==> config.mk <==
export PLATFORM = sky130hd
export DESIGN_NAME = cdm16_seq_ctrl
export DESIGN_NICKNAME = d
export VERILOG_FILES = /design/src/rtl/cdm16_seq_ctrl.sv
export SDC_FILE = /design/constraint.sdc
export NUM_CORES = 1
export LEC_CHECK = 0
export ABC_AREA = 1
export BUFFER_PORTS_ARGS = -buffer_cell sky130_fd_sc_hd__buf_2
export CAP_MARGIN = 0
export CELL_PAD_IN_SITES_DETAIL_PLACEMENT = 1
export CELL_PAD_IN_SITES_GLOBAL_PLACEMENT = 1
export CORE_AREA = 2 2 145 112
export DETAILED_ROUTE_END_ITERATION = 12
export DIE_AREA = 0 0 147 114
export MAX_ROUTING_LAYER = met4
export PLACE_DENSITY = 0.78
export SLEW_MARGIN = 10
export SYNTH_ARGS = -nofsm -noshare
export SYNTH_HDL_FRONTEND = slang
export SYNTH_SLANG_ARGS = --single-unit
==> constraint.sdc <==
create_clock -name clk -period 4.7 [get_ports clk]
set_clock_uncertainty 0.1 [all_clocks]
set_input_delay 0.47 -clock clk [delete_from_list [all_inputs] [get_ports clk]]
set_output_delay 0.47 -clock clk [all_outputs]
set_load 0.01 [all_outputs]
==> src/rtl/cdm16_seq_ctrl.sv <==
`default_nettype none
// ============================================================================
// Module      : cdm16_seq_ctrl
// Description : Sequential 16x16 carry-disregard approximate multiplier. One
//               shared cd9 8x4 tile multiplier is issued once per clock over
//               8 tiles, and the tile results are accumulated exactly.
//               Optional macro CDM_SEQ_OPCNT_EN adds a saturating op_cnt port.
// Revision    : 1.0 - initial release
// ============================================================================
// cd9 tile: in partial-product columns 0..8 the carries are disregarded (the
// column bit is the XOR of its terms). Columns 9..11 are summed exactly.
module cdm16_seq_ctrl #(
    parameter int ZERO_SKIP = 1,
    parameter int ACC_W     = 32   // only 32 is supported
) (
    input  logic             clk,
    input  logic             rst,
    input  logic             in_valid,
    output logic             in_ready,
    input  logic [15:0]      in_a,
    input  logic [15:0]      in_b,
    output logic             out_valid,
    input  logic             out_ready,
    output logic [ACC_W-1:0] out_p,
    output logic             busy
`ifdef CDM_SEQ_OPCNT_EN
    ,
    output logic [15:0]      op_cnt
`endif
);

    typedef enum logic [1:0] {
        ST_IDLE = 2'd0,
        ST_RUN  = 2'd1,
        ST_DONE = 2'd2
    } state_t;

    state_t             r_state_q, w_state_d;
    logic [2:0]         r_idx_q, w_idx_d;
    logic [15:0]        r_a_q, w_a_d;
    logic [15:0]        r_b_q, w_b_d;
    logic [ACC_W-1:0]   r_acc_q, w_acc_d;
    logic [ACC_W-1:0]   r_out_p_q, w_out_p_d;
    logic               r_out_valid_q, w_out_valid_d;
    logic               r_busy_q, w_busy_d;

    logic [7:0]         w_tile_a;
    logic [15:0]        w_b_shifted;
    logic [3:0]         w_tile_b;
    logic [8:0]         w_cd_lo;
    logic [11:0]        w_cd_hi;
    logic [11:0]        w_cd_r;
    logic [4:0]         w_shift;
    logic [ACC_W-1:0]   w_term;
    logic [ACC_W-1:0]   w_acc_sum;
    logic               w_skip;

    // Tile operand selection: idx[2] picks the A byte, idx[1:0] the B nibble.
    assign w_tile_a    = r_idx_q[2] ? r_a_q[15:8] : r_a_q[7:0];
    assign w_b_shifted = r_b_q >> {r_idx_q[1:0], 2'b00};
    assign w_tile_b    = w_b_shifted[3:0];

    always_comb begin
        w_cd_lo = '0;
        w_cd_hi = '0;
        for (int i = 0; i < 8; i++) begin
            for (int j = 0; j < 4; j++) begin
                if (i + j < 9) begin
                    w_cd_lo[i+j] = w_cd_lo[i+j] ^ (w_tile_a[i] & w_tile_b[j]);
                end else begin
                    w_cd_hi = w_cd_hi + (12'(w_tile_a[i] & w_tile_b[j]) << (i + j));
                end
            end
        end
    end

    assign w_cd_r    = w_cd_hi | {3'b000, w_cd_lo};
    assign w_shift   = {1'b0, r_idx_q[2], 3'b000} + {1'b0, r_idx_q[1:0], 2'b00};
    assign w_term    = ACC_W'(w_cd_r) << w_shift;
    assign w_acc_sum = r_acc_q + w_term;
    assign w_skip    = (ZERO_SKIP != 0) && ((in_a == 16'h0000) || (in_b == 16'h0000));

    always_comb begin
        w_state_d     = r_state_q;
        w_idx_d       = r_idx_q;
        w_a_d         = r_a_q;
        w_b_d         = r_b_q;
        w_acc_d       = r_acc_q;
        w_out_p_d     = r_out_p_q;
        w_out_valid_d = r_out_valid_q;
        w_busy_d      = r_busy_q;
        case (r_state_q)
            ST_IDLE: begin
                if (in_valid) begin
                    w_a_d    = in_a;
                    w_b_d    = in_b;
                    w_acc_d  = '0;
                    w_idx_d  = 3'd0;
                    w_busy_d = 1'b1;
                    if (w_skip) begin
                        w_state_d     = ST_DONE;
                        w_out_valid_d = 1'b1;
                        w_out_p_d     = '0;
                    end else begin
                        w_state_d = ST_RUN;
                    end
                end
            end
            ST_RUN: begin
                w_acc_d = w_acc_sum;
                w_idx_d = r_idx_q + 3'd1;
                if (r_idx_q == 3'd7) begin
                    w_state_d     = ST_DONE;
                    w_out_valid_d = 1'b1;
                    w_out_p_d     = w_acc_sum;
                end
            end
            ST_DONE: begin
                if (out_ready) begin
                    w_state_d     = ST_IDLE;
                    w_out_valid_d = 1'b0;
                    w_busy_d      = 1'b0;
                end
            end
            default: begin
                w_state_d     = ST_IDLE;
                w_out_valid_d = 1'b0;
                w_busy_d      = 1'b0;
            end
        endcase
    end

    always_ff @(posedge clk) begin
        if (rst) begin
            r_state_q     <= ST_IDLE;
            r_idx_q       <= 3'd0;
            r_a_q         <= 16'h0000;
            r_b_q         <= 16'h0000;
            r_acc_q       <= '0;
            r_out_p_q     <= '0;
            r_out_valid_q <= 1'b0;
            r_busy_q      <= 1'b0;
        end else begin
            r_state_q     <= w_state_d;
            r_idx_q       <= w_idx_d;
            r_a_q         <= w_a_d;
            r_b_q         <= w_b_d;
            r_acc_q       <= w_acc_d;
            r_out_p_q     <= w_out_p_d;
            r_out_valid_q <= w_out_valid_d;
            r_busy_q      <= w_busy_d;
        end
    end

    assign in_ready  = (r_state_q == ST_IDLE);
    assign out_valid = r_out_valid_q;
    assign out_p     = r_out_p_q;
    assign busy      = r_busy_q;

`ifdef CDM_SEQ_OPCNT_EN
    logic [15:0] r_op_cnt_q, w_op_cnt_d;
    logic        w_handoff;

    assign w_handoff = r_out_valid_q & out_ready;

    always_comb begin
        w_op_cnt_d = r_op_cnt_q;
        if (w_handoff && (r_op_cnt_q != 16'hFFFF)) begin
            w_op_cnt_d = r_op_cnt_q + 16'd1;
        end
    end

    always_ff @(posedge clk) begin
        if (rst) begin
            r_op_cnt_q <= 16'h0000;
        end else begin
            r_op_cnt_q <= w_op_cnt_d;
        end
    end

    assign op_cnt = r_op_cnt_q;
`endif

endmodule
`default_nettype wire

==> results.rst <==
.. list-table::
   :header-rows: 1

   * - Metric
     - Value
   * - Run status
     - complete, no violations
   * - Final critical-path share of the clock period
     - 0.9135
   * - Most frequent cells in the layout
     - sky130_fd_sc_hd__nand2_1 (189), sky130_fd_sc_hd__nor2_1 (139), sky130_fd_sc_hd__a21oi_1 (135)
   * - Number of filler instances in the final layout
     - 2126
   * - Post-route core utilization
     - 0.4631
   * - Number of vias in the routed layout
     - 6683
   * - Cell accounting for the most synthesized area
     - sky130_fd_sc_hd__dfxtp_1
   * - Number of nets still failing antenna checks after routing
     - 0
   * - Number of buffers created by CTS
     - 9
   * - Sequential area share after synthesis
     - 0.3252
   * - Maximum clock rate
     - 232.9 MHz
   * - Remaining routing DRC violations
     - 0
   * - Total instance count after detailed placement
     - 1218
   * - Congestion Overflow GR
     - 0
   * - Detailed placement HPWL
     - 16070 um
   * - Post-synth net total
     - 1040
   * - Dominant synthesized flop cell
     - sky130_fd_sc_hd__dfxtp_1
   * - Ys async rst share
     - 0
   * - Cells resized by post-CTS repair
     - 0
   * - LEAKAGE
     - 0.003102 uW
   * - Arrival time at the worst endpoint
     - 4.49 ns
   * - Final std cells w/o fill
     - 1234
   * - Kind of critical path
     - reg2reg
   * - Overall die width
     - 147 um
   * - Fraction of layout instances using a drive strength above 1
     - 0.1182
   * - Cell types with the largest area share after synthesis
     - sky130_fd_sc_hd__dfxtp_1 (33%), sky130_fd_sc_hd__nand2_1 (11%), sky130_fd_sc_hd__a21oi_1 (11%)
   * - Area inside the core boundary
     - 15510 um^2
   * - Cell area after technology mapping
     - 6341 um^2
   * - Via density per instance
     - 5.416
   * - Final RePlAce weighted congestion
     - 0.9520
   * - Number of antenna violations at the first check in global routing
     - 0
   * - Most common cell on crit path
     - sky130_fd_sc_hd__nand2_1
   * - Root buffer cell
     - sky130_fd_sc_hd__clkbuf_16
   * - Final critical delay including setup and external delays
     - 4.293 ns
   * - Critical path required time
     - 4.90 ns
   * - Total number of nets in the final design
     - 1093
   * - Initial standard-cell utilization of the core
     - 0.4087
   * - Post-CTS setup repair buffer count
     - 0
   * - Max-slew violations
     - 0
   * - TNS Setup
     - 0 ns
   * - Max-cap check violation count
     - 0
   * - TritonCTS clock tree
     - yes
   * - HP Class
     - in2reg
   * - Number of buffers inserted by port buffering
     - 70
   * - Layout overhead on the synthesized area
     - 13.32%
   * - Syn. warnings
     - 0
   * - Type of element launching the critical path
     - flop
   * - CP max-delay cell
     - sky130_fd_sc_hd__dfxtp_1
   * - Nature of the critical path endpoint
     - flop
   * - Setup repair after global routing missed its margin
     - no
   * - H-tree level count
     - 3
   * - Final setup violation count
     - 0
   * - Number of global-route vias before repair
     - 6546
   * - Global-route wire length before repair
     - 34610 um
   * - Count of endpoints failing hold in the final timing report
     - 0
   * - Chip height
     - 114 um
   * - Routed WL per cell
     - 16.86 um
   * - Maximum clock path buffer count
     - 2
   * - Post-synthesis cell count
     - 966
   * - Floorplan row count
     - 40
   * - Largest net degree at the start of global routing
     - 46
   * - Relative slew margins
     - 0.5143
   * - Die Area
     - 16760 um^2
   * - Flops & latches, synth
     - 103
   * - Mean area per synthesized cell
     - 6.564 um^2
   * - Actual transition at the worst max-transition pin
     - 0.7278 ns
   * - Worst stage delay on the critical path
     - 0.52 ns
   * - Antenna diodes
     - 0
   * - Total power per unit cell area
     - 381.7 nW/um^2
   * - Number of I/O pins
     - 71
   * - Worst-path clk slew
     - 0.08 ns
   * - Commonest non-fill, non-tap cell in the layout
     - sky130_fd_sc_hd__nand2_1
   * - Violation count after the first detailed-routing iteration
     - 508
   * - Critical Path, Cell by Cell
     - inv_1, nand3_1, nand2_1, nor2_1, xor2_1, xnor2_1, o21ai_0, a21oi_1, nor2_1, ha_1, a21oi_1, inv_1, a31oi_1, nand2_1, a21oi_1, inv_1, nand2_1, nand2_1, nand2_1, nand2_1, nand2_1, nand3_1, a21oi_1
   * - Insertion delay of the later-clocked pin in the worst-skew pair
     - 0.37 ns
   * - Global router's overall resource usage
     - 0.2666
   * - Number of enable flip-flop cells after synthesis
     - 0
   * - Total Wirelength
     - 20800 um
   * - Iteration count of the initial detailed-routing pass
     - 5
   * - Clock sink total
     - 103
   * - Maximum VDD drop
     - 0.0002344 V
   * - Critical-path maximum fanout
     - 8
   * - Synth top area share
     - 0.3252
   * - Count of hold buffers inserted by post-cts repair
     - 0
   * - Yosys cell types
     - 40
-- registers in the layout (all words and copies together) (netlist names) --
name / count
busy: 1
r_b_q: 16
r_idx_q: 3
r_a_q: 16
out_valid: 1
out_p: 32
r_state_q: 2
r_acc_q: 32
-- report_power, final --
part | leakage (uW) | switching [uW] | internal [uW] | total [uW]
Sequential | 0.000843 | 67.7 | 997 | 1060
Combinational | 0.00211 | 599 | 274 | 873
Clock | 0.000147 | 381 | 424 | 805
-- worst paths after layout --
path / startpoint / to / slack [ns] / cells after the start
setup / recovery: r_idx_q[1]$_SDFFE_PP0P_ / r_acc_q[21]$_SDFFE_PP0P_ / 0.41 / 23
hold / removal: in_b[2] / r_b_q[2]$_SDFFE_PP0P_ / 0.28 / 3
setup reg to reg: r_idx_q[1]$_SDFFE_PP0P_ / r_acc_q[21]$_SDFFE_PP0P_ / 0.41 / 23
hold reg to reg: r_a_q[3]$_SDFFE_PP0P_ / r_a_q[3]$_SDFFE_PP0P_ / 0.36 / 2
-- stage by stage --
step                      total power, uW  setup WS [ns]  hold slack, ns  cell area, um^2
after CTS                            2747         0.1531          0.2763             7179
final                                2743         0.4067          0.2806             7186
after global routing                 2916        0.01020          0.3031             7186
after global placement               1922         0.1878          0.3377             6873
after floorplan                      1660          1.289          0.3244             6341
after detailed placement             1945         0.1974          0.3532             6873
-- area by class of cell --
cell class / count / area (um^2) / share of cell area
Sequential cell: 103 / 2064 / 0.2873
Timing Repair Buffer: 81 / 432.9 / 0.06025
Tap cell: 210 / 262.8 / 0.03657
Inverter: 75 / 281.5 / 0.03918
Clock buffer: 10 / 229.0 / 0.03186
Multi-Input combinational cell: 749 / 3837 / 0.5340
Clock inverter: 6 / 77.57 / 0.01080
-- critical path: cells and delay by family (launching register included) --
family,cells,cell delay (ns)
fa+ha+maj,1,0.33
xor+xnor,2,0.35
compound gates,6,1.14
simple gates,11,1.43
buf+inv,3,0.36
flops,1,0.52
-- kinds of logic after synthesis --
kind of cell | Yosys count | share of synthesized area
flip-flops | 103 | 0.3252
buffers and inverters | 114 | 0.07024
AO/OA/AOI/OAI | 290 | 0.2374
adder cells (fa/ha/maj) | 38 | 0.07616
XOR/XNOR | 15 | 0.02072
AND/OR/NAND/NOR | 405 | 0.2687
multiplexers | 1 | 0.001579
-- synth_stat cells, types with 3 or more instances --
cell,n
sky130_fd_sc_hd__a21oi_1,135
sky130_fd_sc_hd__a31oi_1,3
sky130_fd_sc_hd__buf_1,4
sky130_fd_sc_hd__clkbuf_1,30
sky130_fd_sc_hd__dfxtp_1,103
sky130_fd_sc_hd__ha_1,37
sky130_fd_sc_hd__inv_1,68
sky130_fd_sc_hd__inv_2,5
sky130_fd_sc_hd__nand2_1,189
sky130_fd_sc_hd__nand2_2,4
sky130_fd_sc_hd__nand3_1,28
sky130_fd_sc_hd__nand3_2,7
sky130_fd_sc_hd__nand3b_1,3
sky130_fd_sc_hd__nand4_1,10
sky130_fd_sc_hd__nor2_1,139
sky130_fd_sc_hd__nor3_1,7
sky130_fd_sc_hd__nor4_1,10
sky130_fd_sc_hd__o21a_1,6
sky130_fd_sc_hd__o21ai_0,118
sky130_fd_sc_hd__o21ai_1,13
sky130_fd_sc_hd__o22ai_1,7
sky130_fd_sc_hd__or2_2,4
sky130_fd_sc_hd__xnor2_1,10
sky130_fd_sc_hd__xor2_1,5
-- routing by layer --
metal / part of all wire / GRT usage
met1: 0.56 / 0.4062
met2: 0.39 / 0.3681
met3: 0.050 / 0.05040
met4: 0.0088 / 0.04231
met5: 0 / -
No activity file was read; power rests on OpenSTA's default activity.
